### src/rtl/seq_test_pkg.sv
// Shared types and constants for the detector test sequencer and its display path.
// Segment codes are active-high, bit order gfedcba.
package seq_test_pkg;

  typedef enum logic [2:0] {
    IDLE,
    CLEAR,
    SHIFT,
    DRAIN,
    REPORT
  } seq_state_t;

  // Serial level presented to the detector whenever no test bit is being shifted.
  localparam logic IDLE_BIT = 1'b1;

  localparam logic [6:0] SEG_CODE [16] = '{
    7'h3F, 7'h06, 7'h5B, 7'h4F, 7'h66, 7'h6D, 7'h7D, 7'h07,
    7'h7F, 7'h6F, 7'h77, 7'h7C, 7'h39, 7'h5E, 7'h79, 7'h71
  };

  localparam logic [6:0] SEG_BLANK = 7'h00;

  function automatic logic [6:0] seg_encode(input logic [3:0] nibble, input logic blank);
    seg_encode = blank ? SEG_BLANK : SEG_CODE[nibble];
  endfunction

endpackage

### src/rtl/tag_delay_line.sv
// DEPTH-deep 1-bit shift register with synchronous clear; aligns "in-window"
// tags with the detector's output latency.
module tag_delay_line #(
  parameter int DEPTH = 1
) (
  input  logic clk,
  input  logic clr,
  input  logic tag_in,
  output logic tag_out
);

  logic [DEPTH-1:0] line;

  generate
    if (DEPTH == 1) begin : g_one
      always_ff @(posedge clk) begin
        if (clr) line <= '0;
        else     line <= tag_in;
      end
    end else begin : g_many
      always_ff @(posedge clk) begin
        if (clr) line <= '0;
        else     line <= {line[DEPTH-2:0], tag_in};
      end
    end
  endgenerate

  assign tag_out = line[DEPTH-1];

endmodule

### src/rtl/detector_test_sequencer.sv
// Feeds one parallel test word MSB-first into the 01[0*]1 detector and counts
// detector matches that belong to that word's shift window.
//
// state  | meaning
// IDLE   | waiting for a test word, in_ready high
// CLEAR  | one cycle of detector reset before shifting
// SHIFT  | one word bit per cycle, detector enabled
// DRAIN  | DET_LATENCY cycles for the last bit's match to arrive
// REPORT | result held until the consumer takes it
module detector_test_sequencer
  import seq_test_pkg::*;
#(
  parameter int WORD_W      = 16,
  parameter int LEN_W       = 5,
  parameter int CNT_W       = 8,
  parameter int DET_LATENCY = 1
) (
  input  logic              clk,
  input  logic              rst,
  input  logic              in_valid,
  output logic              in_ready,
  input  logic [WORD_W-1:0] word_in,
  input  logic [LEN_W-1:0]  len_in,
  output logic              det_sig,
  output logic              det_ena,
  output logic              det_rst,
  input  logic              det_z,
  output logic              res_valid,
  input  logic              res_ready,
  output logic [CNT_W-1:0]  res_count,
  output logic              res_sat,
  output logic [15:0]       total_count,
  output logic              busy
);

  localparam int TMR_W = (LEN_W > $clog2(DET_LATENCY + 1)) ? LEN_W : $clog2(DET_LATENCY + 1);
  localparam logic [LEN_W-1:0] LEN_MAX    = LEN_W'(WORD_W);
  localparam logic [TMR_W-1:0] DRAIN_LOAD = TMR_W'(DET_LATENCY);
  localparam logic [CNT_W-1:0] CNT_MAX    = '1;

  seq_state_t state, state_nxt;

  logic [WORD_W-1:0] word_q;
  logic [LEN_W-1:0]  len_q;
  logic [LEN_W-1:0]  len_clamped;
  logic [TMR_W-1:0]  tmr_q;
  logic              tmr_tc;
  logic              accept;
  logic              release_res;
  logic              tag_in;
  logic              tag_out;
  logic              hit;
  logic [16:0]       total_sum;

  assign accept      = in_ready & in_valid;
  assign release_res = res_valid & res_ready;
  assign tmr_tc      = (tmr_q == TMR_W'(1));
  assign tag_in      = (state == SHIFT);
  assign hit         = tag_out & det_z;
  assign len_clamped = (len_in > LEN_MAX) ? LEN_MAX : len_in;
  assign total_sum   = {1'b0, total_count} + 17'(res_count);

  tag_delay_line #(
    .DEPTH(DET_LATENCY)
  ) u_tag_delay (
    .clk    (clk),
    .clr    (rst | (state == CLEAR)),
    .tag_in (tag_in),
    .tag_out(tag_out)
  );

  always_ff @(posedge clk) begin
    if (rst) state <= IDLE;
    else     state <= state_nxt;
  end

  always_comb begin
    state_nxt = state;
    unique case (state)
      IDLE:    if (in_valid) state_nxt = CLEAR;
      CLEAR:   state_nxt = (len_q != '0) ? SHIFT : DRAIN;
      SHIFT:   if (tmr_tc) state_nxt = DRAIN;
      DRAIN:   if (tmr_tc) state_nxt = REPORT;
      REPORT:  if (res_ready) state_nxt = IDLE;
      default: state_nxt = IDLE;
    endcase
  end

  // Reset overrides every handshake and detector control combinationally.
  always_comb begin
    in_ready  = 1'b0;
    res_valid = 1'b0;
    det_ena   = 1'b0;
    det_sig   = IDLE_BIT;
    det_rst   = 1'b0;
    busy      = 1'b0;
    if (rst) begin
      det_rst = 1'b1;
    end else begin
      busy = (state != IDLE);
      unique case (state)
        IDLE:   in_ready = 1'b1;
        CLEAR:  det_rst = 1'b1;
        SHIFT: begin
          det_ena = 1'b1;
          det_sig = word_q[WORD_W-1];
        end
        REPORT: res_valid = 1'b1;
        default: ;
      endcase
    end
  end

  // The word is left-aligned on accept so the next bit is always the MSB.
  always_ff @(posedge clk) begin
    if (rst) begin
      word_q      <= '0;
      len_q       <= '0;
      tmr_q       <= '0;
      res_count   <= '0;
      res_sat     <= 1'b0;
      total_count <= '0;
    end else begin
      if (accept) begin
        word_q <= word_in << (LEN_MAX - len_clamped);
        len_q  <= len_clamped;
      end else if (state == SHIFT) begin
        word_q <= word_q << 1;
      end

      unique case (state)
        CLEAR:   tmr_q <= (len_q != '0) ? TMR_W'(len_q) : DRAIN_LOAD;
        SHIFT:   tmr_q <= tmr_tc ? DRAIN_LOAD : tmr_q - TMR_W'(1);
        DRAIN:   tmr_q <= tmr_q - TMR_W'(1);
        default: tmr_q <= tmr_q;
      endcase

      if (accept) begin
        res_count <= '0;
        res_sat   <= 1'b0;
      end else if (hit) begin
        if (res_count == CNT_MAX) res_sat <= 1'b1;
        else                      res_count <= res_count + CNT_W'(1);
      end

      if (release_res)
        total_count <= total_sum[16] ? 16'hFFFF : total_sum[15:0];
    end
  end

endmodule

### config.mk
export PLATFORM = sky130hd
export DESIGN_NAME = detector_test_sequencer
export DESIGN_NICKNAME = d
export VERILOG_FILES = /design/src/rtl/seq_test_pkg.sv /design/src/rtl/tag_delay_line.sv /design/src/rtl/detector_test_sequencer.sv
export SDC_FILE = /design/constraint.sdc
export NUM_CORES = 1
export LEC_CHECK = 0
export BUFFER_PORTS_ARGS = -buffer_cell sky130_fd_sc_hd__buf_2
export CORE_ASPECT_RATIO = 0.7
export CORE_MARGIN = 5
export CORE_UTILIZATION = 50
export CTS_BUF_LIST = sky130_fd_sc_hd__clkbuf_8
export DETAILED_ROUTE_END_ITERATION = 7
export PLACE_DENSITY = 0.7
export SKIP_CTS_REPAIR_TIMING = 1
export SLEW_MARGIN = 20
export SYNTH_ARGS = -nofsm -noshare
export SYNTH_HDL_FRONTEND = slang
export SYNTH_SLANG_ARGS = --single-unit
export TNS_END_PERCENT = 10
### constraint.sdc
create_clock -name clk -period 7.8 [get_ports clk]
set_clock_uncertainty 0.05 [all_clocks]
set_input_delay 1.56 -clock clk [delete_from_list [all_inputs] [get_ports clk]]
set_output_delay 1.56 -clock clk [all_outputs]
set_load 0.03 [all_outputs]
## Word-level counts from Yosys, hierarchy flattened

Index checks and enable logic that the tools add are counted.
W data, S select, Z words.

| storage, ports and cells | value |
|---|---|
| bits in registers | 55 |
| input port bits | 26 |
| output and inout port bits | 31 |
| logic and storage cells | 62 |

| cells by class | value |
|---|---|
| add/sub/neg operators | 4 |
| order comparisons | 1 |
| eq/ne operators | 10 |
| shift-type cells | 1 |
| multiplexer cells | 24 |
| bitwise operators | 5 |
| reduce and logical (&&, ||, !) cells | 9 |

Operators with widths:

| operator | count |
|---|---|
| $mux W16 | 3 |
| $add A16 B8 Y17 | 1 |
| $shl A16 B5 Y16 | 1 |
| $mux W5 | 3 |
| $pmux W3 S5 | 1 |
| $pmux W5 S3 | 1 |
| $mux W1 | 12 |
| $mux W3 | 4 |
| $add A8 B1 Y8 const B | 1 |
| $eq A8 B8 Y1 const B | 1 |
| $ne A2 B2 Y1 const B | 4 |
| $eq A3 B2 Y1 const B | 2 |
| $reduce_bool A3 Y1 | 2 |
| $eq A5 B1 Y1 const B | 1 |
| $gt A5 B5 Y1 const B | 1 |
| $reduce_bool A5 Y1 | 1 |
| $sub A5 B1 Y5 const B | 1 |
| $sub A5 B5 Y5 const A | 1 |
| $reduce_and A2 Y1 | 2 |
| $reduce_and A4 Y1 | 1 |
| $and A1 B1 Y1 | 3 |
| $eq A3 B1 Y1 const B | 1 |
| $eq A3 B3 Y1 const B | 1 |
| $logic_not A3 Y1 | 1 |
| 4 further kinds | 4 |

## Longest topological paths before layout

Gate-level depths: netlist (run 1).

| depth | value |
|---|---|
| depth after elaboration | 5 |
| depth in mapped cells | 13 |
| mapped depth without buffers | 9 |

## Modules after synthesis

Synthesis (run 1) repeated with hierarchy kept, for this count alone.

| second synthesis, totals | value |
|---|---|
| cells, all modules | 431 |
| area total of the unflattened synthesis | 3688.5 um^2 |

Modules (own cells, without submodules):

| module | times used | cells an instance | area each (um^2) | seq. area each (um^2) |
|---|---|---|---|---|
| detector_test_sequencer | 1 | 429 | 3654.8 | 1081.0 |
| tag_delay_line | 1 | 2 | 33.8 | 20.0 |

## Least setup slack after synthesis (run 1)

No wires, ideal clock.

| timing path | value |
|---|---|
| path type | input-to-output |
| start point | input rst |
| end point | output det_rst |
| data arrival time | 2.640 ns |
| required time | 6.190 ns |
| path slack | 3.550 ns |
| cell stages on the path | 4 |
| path buffers | 3 |
| cells stage by stage | buf_2 clkbuf_1 clkbuf_1 o21bai_1 |

| on the way | value |
|---|---|
| cells in the longest elaborated chain, start to end | 1 |

RTL lines:

| item | line | text |
|---|---|---|
| from (decl) | detector_test_sequencer.sv:19 | `input logic rst,` |
| $mux W1 | detector_test_sequencer.sv:97 | `if (rst) begin` |
| to (decl) | detector_test_sequencer.sv:26 | `output logic det_rst,` |

Every way passes these cells.

## Final worst setup path (run 1)

| timing path | value |
|---|---|
| start point | input rst |
| end point | output det_sig |

| on the way | value |
|---|---|
| cells in the longest elaborated chain, start to end | 1 |

RTL lines:

| item | line | text |
|---|---|---|
| $mux W1 | detector_test_sequencer.sv:97 |  |
| to (decl) | detector_test_sequencer.sv:24 | `output logic det_sig,` |

Every way passes these cells.

==> impl_results.md, run 1 <==
- Part of the power in combinational logic: 26.3%
- Multi-input gate area: 2520 um^2
- Top routing layer used: met4
- Fin. max-slew vios: 0
- Final number of setup-violating endpoints: 0
- Maximum fanout along the worst path: 53
- Row cnt: 26
- Flop pwr share: 43.5%
- Initial antenna violation count: 0
- Post-synthesis average cell area: 8.22 um^2
- Inserted Diodes: 0
- Detail Route met3 WL: 542 um
- Sw frac: 31.4%
- Max VDD drop: 0.0000922 V
- Yosys reg bits: 55
- Asr flop ratio synth: 0%
- Final nets: 538
- Synth area leader: dfxtp_1
- # IOs: 57
- GRT Total Usage: 19.8%
- CTS Buf Count: 5
- Switching power total: 0.235 mW
- Setup CP Type: input pin to output port
- First-pass detailed-route iteration total: 5
- Seq/Total Area, Yosys: 28.9%
- Initial DRC count: 281
- Drc violations: 0
- Clk pwr share: 30.2%
- Cell with the most instances after synthesis: nor2_1
- Clock sink total: 55
- Fillers: 695
- Antenna Nets Post-Route: 0
- Core area: 7350 um^2
- Final instance area: 4210 um^2
- P_leak: 1.82 nW
- RePlAce Congestion: 0.892
- Setup TNS: 0 ps
- Clk slew on worst S/H paths: 100 ps
- Clock latency at the later pin of the worst-skew pair: 310 ps
- Period minus WS final: 4200 ps
- Cells after DPL: 590
- Slew @ Worst Pin: 859 ps
- Crit start category: input pin
- Total power: 0.746 mW
- Final Cycle Share: 53.9%
- FF+latch area: 1100 um^2
- Die Wd: 114 um
- Met1 wire length: 4980 um
- Port bufs: 56
- Critical Path End Type: output port
- Ratio of total power to cell area: 177 nW/um^2
- First-pass GRT wire length: 15600 um
- Synth top area share: 28.9%
- Synth cell count leaders: nor2_1, dfxtp_1, a21oi_1
- Fin Hold WS: 443 ps
- Net count after synthesis: 502
- Total of warnings raised by yosys: 0
- Critical Path AT: 2590 ps
- Unrepaired setup endpoints after global routing: no
- Worst path required time: 6190 ps
- Outcome: complete, no violations
- DIE AREA: 9480 um^2
- Die height: 83.0 um
- Bufs on Longest Clock Path: 2
- Number of enable flip-flop cells after synthesis: 0
- Vias per cell: 5.89
- Vias in the first global route: 3135
- Cell variety after synth: 68
- Most used DFF post-synth: dfxtp_1
- Final HPWL from detailed placement: 7020 um
- CTS tree: built
- Internal: 0.512 mW
- DRT Wirelength: 9500 um
- Largest net degree at the start of global routing: 54
- Initial core utilization: 51.7%
- Number of max-cap violations: 0
- GR Overflow Total: 0
- Worst min-delay path category: flop to flop
- Clk root buf: clkbuf_8
- Area grow syn2layout: 10.6%
- Htree depth: 2
- WL met2: 3910 um
- Syn Inst Count: 463
- Routed WL per cell: 15.9 um
- DR vias: 3523
- Synth area leaders: dfxtp_1, mux2i_1, nor2_1
- Max Fclk: 238 MHz
- Mapped Area: 3800 um^2
- Fraction of layout cells with a size suffix above 1: 18.0%
- Slew margin rel.: 42.8%
- Final Hold Vio Count: 0
- Placed Area: 4080 um^2
- Non-filler cells, final: 598
==> critical path, cell delays in order <==
cell and delay, ps:
buf_2 90, buf_4 280, or3_1 440, buf_2 200
==> cell type report <==
class | instances | area share (%)
clock inverters | 3 | 1.52
repair buffers | 57 | 6.84
multi-input cells | 369 | 59.9
well taps | 98 | 2.91
clock buffers | 5 | 1.64
flip-flops and latches | 55 | 26.2
inverters | 11 | 0.981
==> state kept, by name, summed over array words and instances (netlist names) <==
register	cells
len_q	5
total_count	16
res_count	8
state	3
u_tag_delay.tag_out	1
word_q	16
tmr_q	5
res_sat	1
==> path summary, 6_finish.rpt <==
kind / slack, ps / to / startpoint / cells after the start
worst max register to register: 5270 / total_count[6]$_SDFFE_PP0P_ / res_count[0]$_SDFFE_PP0P_ / 8
worst min register to register: 440 / word_q[4]$_SDFFE_PP0P_ / word_q[4]$_SDFFE_PP0P_ / 2
worst min-delay path: 440 / word_q[4]$_SDFFE_PP0P_ / word_q[4]$_SDFFE_PP0P_ / 2
worst max-delay path: 3600 / det_sig / rst / 4
==> through the flow <==
stage / utilization [%] / setup slack (ps)
global route: 57.2 / 3540
global placement: 55.4 / 3560
detailed placement: 55.4 / 3440
finish: 57.2 / 3600
CTS: 57.2 / 3600
floorplan: - / 3550
==> power groups by stage <==
stage,sequential [mW],clock [mW],combinational [mW]
final,0.324,0.225,0.196
after global placement,0.330,0,0.191
after floorplan,0.321,0,0.161
after detailed placement,0.330,0,0.195
after global routing,0.328,0.239,0.219
after CTS,0.324,0.227,0.196
==> cell families (layout without fill, tap and decap cells) <==
kind of cell / count (synthesis) / after routing / synth area share [%]
AND/OR/NAND/NOR: 181 / 181 / 25.3
AO/OA/AOI/OAI: 122 / 122 / 20.7
flip-flops: 55 / 55 / 28.9
buffers and inverters: 39 / 76 / 4.74
multiplexers: 37 / 37 / 11.5
XOR/XNOR: 16 / 16 / 4.38
adder cells (fa/ha/maj): 13 / 13 / 4.47
==> cell usage in the layout, fill, tap and decap left out, types with 4 or more instances in the layout <==
cell type   n
nand3_1    10
and2_1      5
xor2_1      6
mux2i_1    28
mux2_2      4
buf_2      56
xnor2_1     8
nor2b_1     5
mux4_2      5
nand2_1    24
and3_1      7
o21ai_0    23
a21o_1      5
nand2b_1    8
clkbuf_8    5
a31oi_1     6
nor2_1     66
nor3_1     24
dfxtp_1    55
inv_1      12
a211oi_1    9
a21oi_1    37
o21a_1      8
ha_1       12
==> layer usage <==
| metal | vias to the layer above | global-route usage [%] |
|---|---|---|
| met5 | - | 0 |
| met4 | 0 | 4.10 |
| met3 | 8 | 3.20 |
| met2 | 95 | 27.1 |
| met1 | 1664 | 32.0 |
| li1 | 1756 | - |
(Power assumes the default switching activity.)
==> run 2: changes to the inputs <==
- clock period: 7.8 -> 4.4 ns (I/O delays scaled with it)
==> run 2 against run 1 <==
  * First-iteration DRC count is 7.1% higher
  * Largest cell class unchanged
  * Count of clock-buffer cells in the layout is 2 higher
  * Worst hold slack worse by 7.6 ps
  * Sequential share of layout area is 0.062 points higher
  * Register-to-register slack worse by 3300 ps
  * Critical path depth is 5 higher
  * Combinational power is 85% higher
  * Power is 66% higher
  * Setup slack worse by 2300 ps
  * Design area is 0.24% lower
  * Routed wire length is 1.3% higher
  * Final cell count is 0.50% higher
==> impl_results.md, run 2 (synthesized netlist as in run 1, its figures left out) <==
- Final HPWL from detailed placement: 7200 um (+2.5%)
- Largest net degree at the start of global routing: 33 (-39%)
- RePlAce Congestion: 0.892 (about the same)
- Clock sink total: 55 (unchanged)
- Die height: 83.0 um (unchanged)
- CTS Buf Count: 5 (unchanged)
- R2R setup slack: 1930 ps (-3340 ps)
- Clk root buf: clkbuf_8
- Inserted Diodes: 0 (unchanged)
- Die Wd: 114 um (unchanged)
- Setup CP Type: input pin to flop
- Most common cell after layout, fill and taps aside: nor2_1
- First-pass detailed-route iteration total: 5 (unchanged)
- Final instance area: 4200 um^2 (-0.24%)
- Worst path required time: 4560 ps (-1630 ps)
- DRT Wirelength: 9620 um (+1.3%)
- Number of max-cap violations: 0 (unchanged)
- Htree depth: 2 (unchanged)
- Initial core utilization: 51.7% (unchanged)
- Final Cycle Share: 70.5%
- GRT Total Usage: 20.4% (+0.58 points)
- # IOs: 57 (unchanged)
- Initial antenna violation count: 0 (unchanged)
- Slew margin rel.: 52.8% (+10 points)
- Drc violations: 0 (unchanged)
- Fraction of layout cells with a size suffix above 1: 18.5% (+0.49 points)
- Row cnt: 26 (unchanged)
- Worst min-delay path category: flop to flop
- Initial DRC count: 301 (+7.1%)
- Core area: 7350 um^2 (unchanged)
- Port bufs: 56 (unchanged)
- Final Hold Vio Count: 0 (unchanged)
- Setup TNS: 0 ps (unchanged)
- Slew @ Worst Pin: 708 ps (-150 ps)
- Clk slew on worst S/H paths: 100 ps (about the same)
- Placed Area: 4100 um^2 (+0.55%)
- CTS tree: built
- Max VDD drop: 0.000138 V (+50%)
- Final number of setup-violating endpoints: 0 (unchanged)
- P_leak: 1.82 nW (about the same)
- Outcome: complete, no violations
- Crit start category: input pin
- Routed WL per cell: 16.0 um (+0.75%)
- DIE AREA: 9480 um^2 (unchanged)
- Vias in the first global route: 3302 (+5.3%)
- Period minus WS final: 3100 ps
- Final nets: 541 (+0.56%)
- GR Overflow Total: 0 (unchanged)
- DR vias: 3536 (+0.37%)
- Area grow syn2layout: 10.4%
- Ratio of total power to cell area: 295 nW/um^2 (+66%)
- Dpl ws: 1000 ps (-2440 ps)
- Critical Path AT: 3270 ps (+680 ps)
- Maximum fanout along the worst path: 22 (-58%)
- Fin. max-slew vios: 0 (unchanged)
- Fin Hold WS: 435 ps (-7.59 ps)
- Unrepaired setup endpoints after global routing: no
- PnR worst setup slack: 1300 ps (-2300 ps)
- Vias per cell: 5.88 (-0.13%)
- Antenna Nets Post-Route: 0 (unchanged)
- First-pass GRT wire length: 16300 um (+4.5%)
- Critical Path End Type: flop
- Clock latency at the later pin of the worst-skew pair: 310 ps (about the same)
- Bufs on Longest Clock Path: 2 (unchanged)
- Max Fclk: 322 MHz
- Largest registers: total_count (16), word_q (16), res_count (8)
- Commonest cells after routing, fill and taps aside: nor2_1, buf_2, dfxtp_1, a21oi_1, mux2i_1
[run 2: cell types whose count changed in the layout (fill, tap and decap cells not counted)]
cell and change:
bufinv_16 -2, buf_4 +3, clkbuf_8 +2
[run 2: path summary, 6_finish.rpt]
| path | start | cells past startpoint | endpoint |
|---|---|---|---|
| worst max-delay path | len_in[4] | 9 | word_q[14]$_SDFFE_PP0P_ |
| worst min-delay path | len_q[3]$_SDFFE_PP0P_ | 2 | len_q[3]$_SDFFE_PP0P_ |
| worst max register to register | state[0]$_SDFFE_PP0P_ | 5 | word_q[11]$_SDFFE_PP0P_ |
| worst min register to register | len_q[3]$_SDFFE_PP0P_ | 2 | len_q[3]$_SDFFE_PP0P_ |
[run 2: routing by layer]
| metal | up-vias | global-route usage, % | part of all wire [%] |
|---|---|---|---|
| li1 | 1764 | - | - |
| met2 | 106 | 28.1 | 41 |
| met4 | 0 | 3.56 | 0.73 |
| met3 | 9 | 3.56 | 6.2 |
| met5 | - | 0 | 0 |
| met1 | 1657 | 32.9 | 52 |
[run 2: final cells by class]
class	instances	area, um^2
fillers	722	3150
clock buffers	7	96.3
well taps	98	123
multi-input cells	369	2520
inverters	11	41.3
repair buffers	60	310
flip-flops and latches	55	1100
clock inverters	1	3.75
[run 2: power breakdown]
group | internal (mW) | leakage, nW | switching [mW] | total [mW]
Clock | 0.142 | 0.0557 | 0.165 | 0.307
Combinational | 0.148 | 1.32 | 0.214 | 0.362
Sequential | 0.536 | 0.448 | 0.0317 | 0.568
Total | 0.827 | 1.82 | 0.410 | 1.24
[run 2: worst max-delay path, cell delays in order]
cell and delay [ps]:
buf_2 170, nand2b_4 290, ha_1 810, mux2_2 410, a21oi_1 200, inv_1 60
mux2i_1 170, o21ai_0 100, a21o_1 180
[run 2: through the flow]
step,utilization (%),std cells,power (mW)
after floorplan,-,463,0.854
after global placement,55.7,593,0.927
after detailed placement,55.7,593,0.935
after CTS,57.1,601,1.24
after global routing,57.1,601,1.31
final,57.1,601,1.24
==> run 3: changes to the inputs <==
- ABC_AREA: not set -> 1
- PLACE_DENSITY: 0.7 -> 0.71
- clock period: 4.4 -> 3.1 ns (I/O delays scaled with it)
==> run 3 against run 2 <==
  * Sequential power grew 62%
  * Critical path depth is the same
  * Design area shrank 2.6%
  * Power grew 77%
  * Register-to-register slack lost 1100 ps
  * Clock power grew 30%
  * Via count grew 9.6%
  * Critical path type unchanged
  * Largest cell class unchanged
  * Largest power group unchanged
  * Highest routed layer unchanged
==> impl_results.md, run 3 <==
- Outcome: complete, no violations
- Clk slew on worst S/H paths: 100 ps (about the same)
- RePlAce Congestion: 0.912 (+2.2%)
- P_leak: 2.03 nW (+11%)
- Largest net degree at the start of global routing: 33 (unchanged)
- DRT Wirelength: 9550 um (-0.74%)
- Core area: 7220 um^2 (-1.8%)
- Hold depth: 1 (-1)
- Clk root buf: clkbuf_8
- Unrepaired setup endpoints after global routing: no
- Antenna Nets Post-Route: 0 (unchanged)
- Final number of setup-violating endpoints: 0 (unchanged)
- R2R setup slack: 860 ps (-1070 ps)
- Dpl ws: 457 ps (-548 ps)
- Period minus WS final: 2380 ps
- Crit start category: input pin
- CTS Buf Count: 5 (unchanged)
- Die Wd: 112 um (-1.6%)
- Cell with the most instances after synthesis: nand2_1
- Worst min-delay path category: flop to flop
- Vias per cell: 5.34 (-9.2%)
- Final HPWL from detailed placement: 7200 um (about the same)
- Synth cell count leaders: nand2_1, inv_1, o21ai_0
- Commonest cells after routing, fill and taps aside: nand2_1, inv_1, o21ai_0, buf_2, dfxtp_1
- Synth area leaders: dfxtp_1, nand2_1, o21ai_0
- Total of warnings raised by yosys: 0 (unchanged)
- Maximum fanout along the worst path: 26 (+18%)
- Number of enable flip-flop cells after synthesis: 0 (unchanged)
- Drc violations: 0 (unchanged)
- Max Fclk: 420 MHz
- DIE AREA: 9190 um^2 (-3.1%)
- Initial antenna violation count: 0 (unchanged)
- Critical Path End Type: flop
- Max VDD drop: 0.000439 V (+220%)
- Net count after synthesis: 621 (+24%)
- GRT Total Usage: 20.8% (+0.36 points)
- Total power: 2.19 mW (+77%)
- Htree depth: 2 (unchanged)
- Fin Hold WS: 420 ps (-15.2 ps)
- Fin. max-slew vios: 0 (unchanged)
- Slew margin rel.: 56.6% (+3.8 points)
- Final nets: 667 (+23%)
- Largest registers: total_count (16), word_q (16), res_count (8)
- Critical Path AT: 2520 ps (-750 ps)
- Fillers: 739 (+2.4%)
- PnR worst setup slack: 720 ps (-579 ps)
- Number of max-cap violations: 0 (unchanged)
- Vias in the first global route: 3306 (+0.12%)
- Worst path required time: 3240 ps (-1320 ps)
- Inserted Diodes: 0 (unchanged)
- Reg2reg path depth: 10 (+5)
- Ratio of total power to cell area: 536 nW/um^2 (+82%)
- Most used DFF post-synth: dfxtp_1
- CTS tree: built
- Row cnt: 26 (unchanged)
- Fraction of layout cells with a size suffix above 1: 13.5% (-5.0 points)
- Bufs on Longest Clock Path: 2 (unchanged)
- Setup TNS: 0 ps (unchanged)
- Clock latency at the later pin of the worst-skew pair: 310 ps (about the same)
- Die height: 81.7 um (-1.5%)
- GR Overflow Total: 0 (unchanged)
- First-pass GRT wire length: 15700 um (-3.4%)
- Yosys reg bits: 55 (unchanged)
- Synth area leader: dfxtp_1
- First-pass detailed-route iteration total: 5 (unchanged)
- Post-synthesis average cell area: 6.31 um^2 (-23%)
- Seq/Total Area, Yosys: 30.0% (+1.0 points)
- Port bufs: 56 (unchanged)
- Synth top area share: 30.0% (+1.0 points)
- # IOs: 57 (unchanged)
- Area grow syn2layout: 11.4%
- Syn Inst Count: 582 (+26%)
- DR vias: 3877 (+9.6%)
- Slew @ Worst Pin: 652 ps (-56.8 ps)
- Most common cell after layout, fill and taps aside: nand2_1
- Initial core utilization: 50.8% (-0.89 points)
- Cell variety after synth: 36 (-47%)
- Routed WL per cell: 13.2 um (-18%)
- Asr flop ratio synth: 0% (unchanged)
- Mapped Area: 3670 um^2 (-3.5%)
- Clock sink total: 55 (unchanged)
- Initial DRC count: 316 (+5.0%)
- Final Hold Vio Count: 0 (unchanged)
- Final Cycle Share: 76.8%
- Setup CP Type: input pin to flop
## run 3: cell types whose count changed after synthesis, moves of 8 or more
| cell | change |
|---|---|
| inv_1 | +55 |
| mux2i_1 | -28 |
| o211ai_1 | +9 |
| nor2_1 | -28 |
| nor3_1 | -16 |
| o21ai_0 | +33 |
| nand3_1 | +44 |
| nand2_1 | +132 |
| a211oi_1 | -8 |
| o21ai_1 | +12 |
| nand2b_1 | -8 |
## run 3: layout make-up
class	count	area, um^2	area share, %
multi-input combinational	433	2200	53.8
sequential	55	1100	26.9
timing repair buffer	60	310	7.59
inverter	73	274	6.70
tap	98	123	3.00
clock buffer	5	68.8	1.68
clock inverter	2	13.8	0.336
## run 3: cells by family after synthesis
group | count (synthesis) | synth area share (%)
AOI/OAI and AO/OA | 132 | 19.5
xor gates and xnor gates | 12 | 2.86
buffers and inverters | 94 | 10.1
adders and majority gates | 13 | 4.63
DFF | 55 | 30.0
and+or+nand+nor | 276 | 32.9
## run 3: final timing paths
path | startpoint | endpoint
min | res_sat$_SDFFE_PP0P_ | res_sat$_SDFFE_PP0P_
max | len_in[4] | word_q[10]$_SDFFE_PP0P_
min reg2reg | res_sat$_SDFFE_PP0P_ | res_sat$_SDFFE_PP0P_
max reg2reg | res_count[0]$_SDFFE_PP0P_ | total_count[10]$_SDFFE_PP0P_
## run 3: critical path, stage by stage
cell and delay [ps]:
buf_2 130, inv_2 90, nand2_1 80, ha_1 720
inv_1 280, nand2_1 150, o21ai_0 100, o211ai_1 240
a21oi_1 110
## run 3: per-stage QoR
stage / util, % / cell area (um^2) / cells
2_1_floorplan: - / 3670 / 582
3_3_place_gp: 55.5 / 4010 / 719
3_5_place_dp: 55.5 / 4010 / 719
4_1_cts: 56.6 / 4090 / 726
5_1_grt: 56.6 / 4090 / 726
6_report: 56.6 / 4090 / 726
## run 3: per-layer routing
layer  part of all wire (%)  global-route usage (%)  up-vias
li1                       -                       -     2008
met1                     53                    32.4     1722
met2                     39                    29.4      139
met3                    7.4                    3.83        8
met4                   0.70                    4.20        0
met5                      0                       0        -
## run 3: where the power goes
part           switching (mW)  total, mW  internal (mW)
clock                   0.245      0.400          0.156
combinational           0.581      0.874          0.293
sequential             0.0869      0.919          0.832
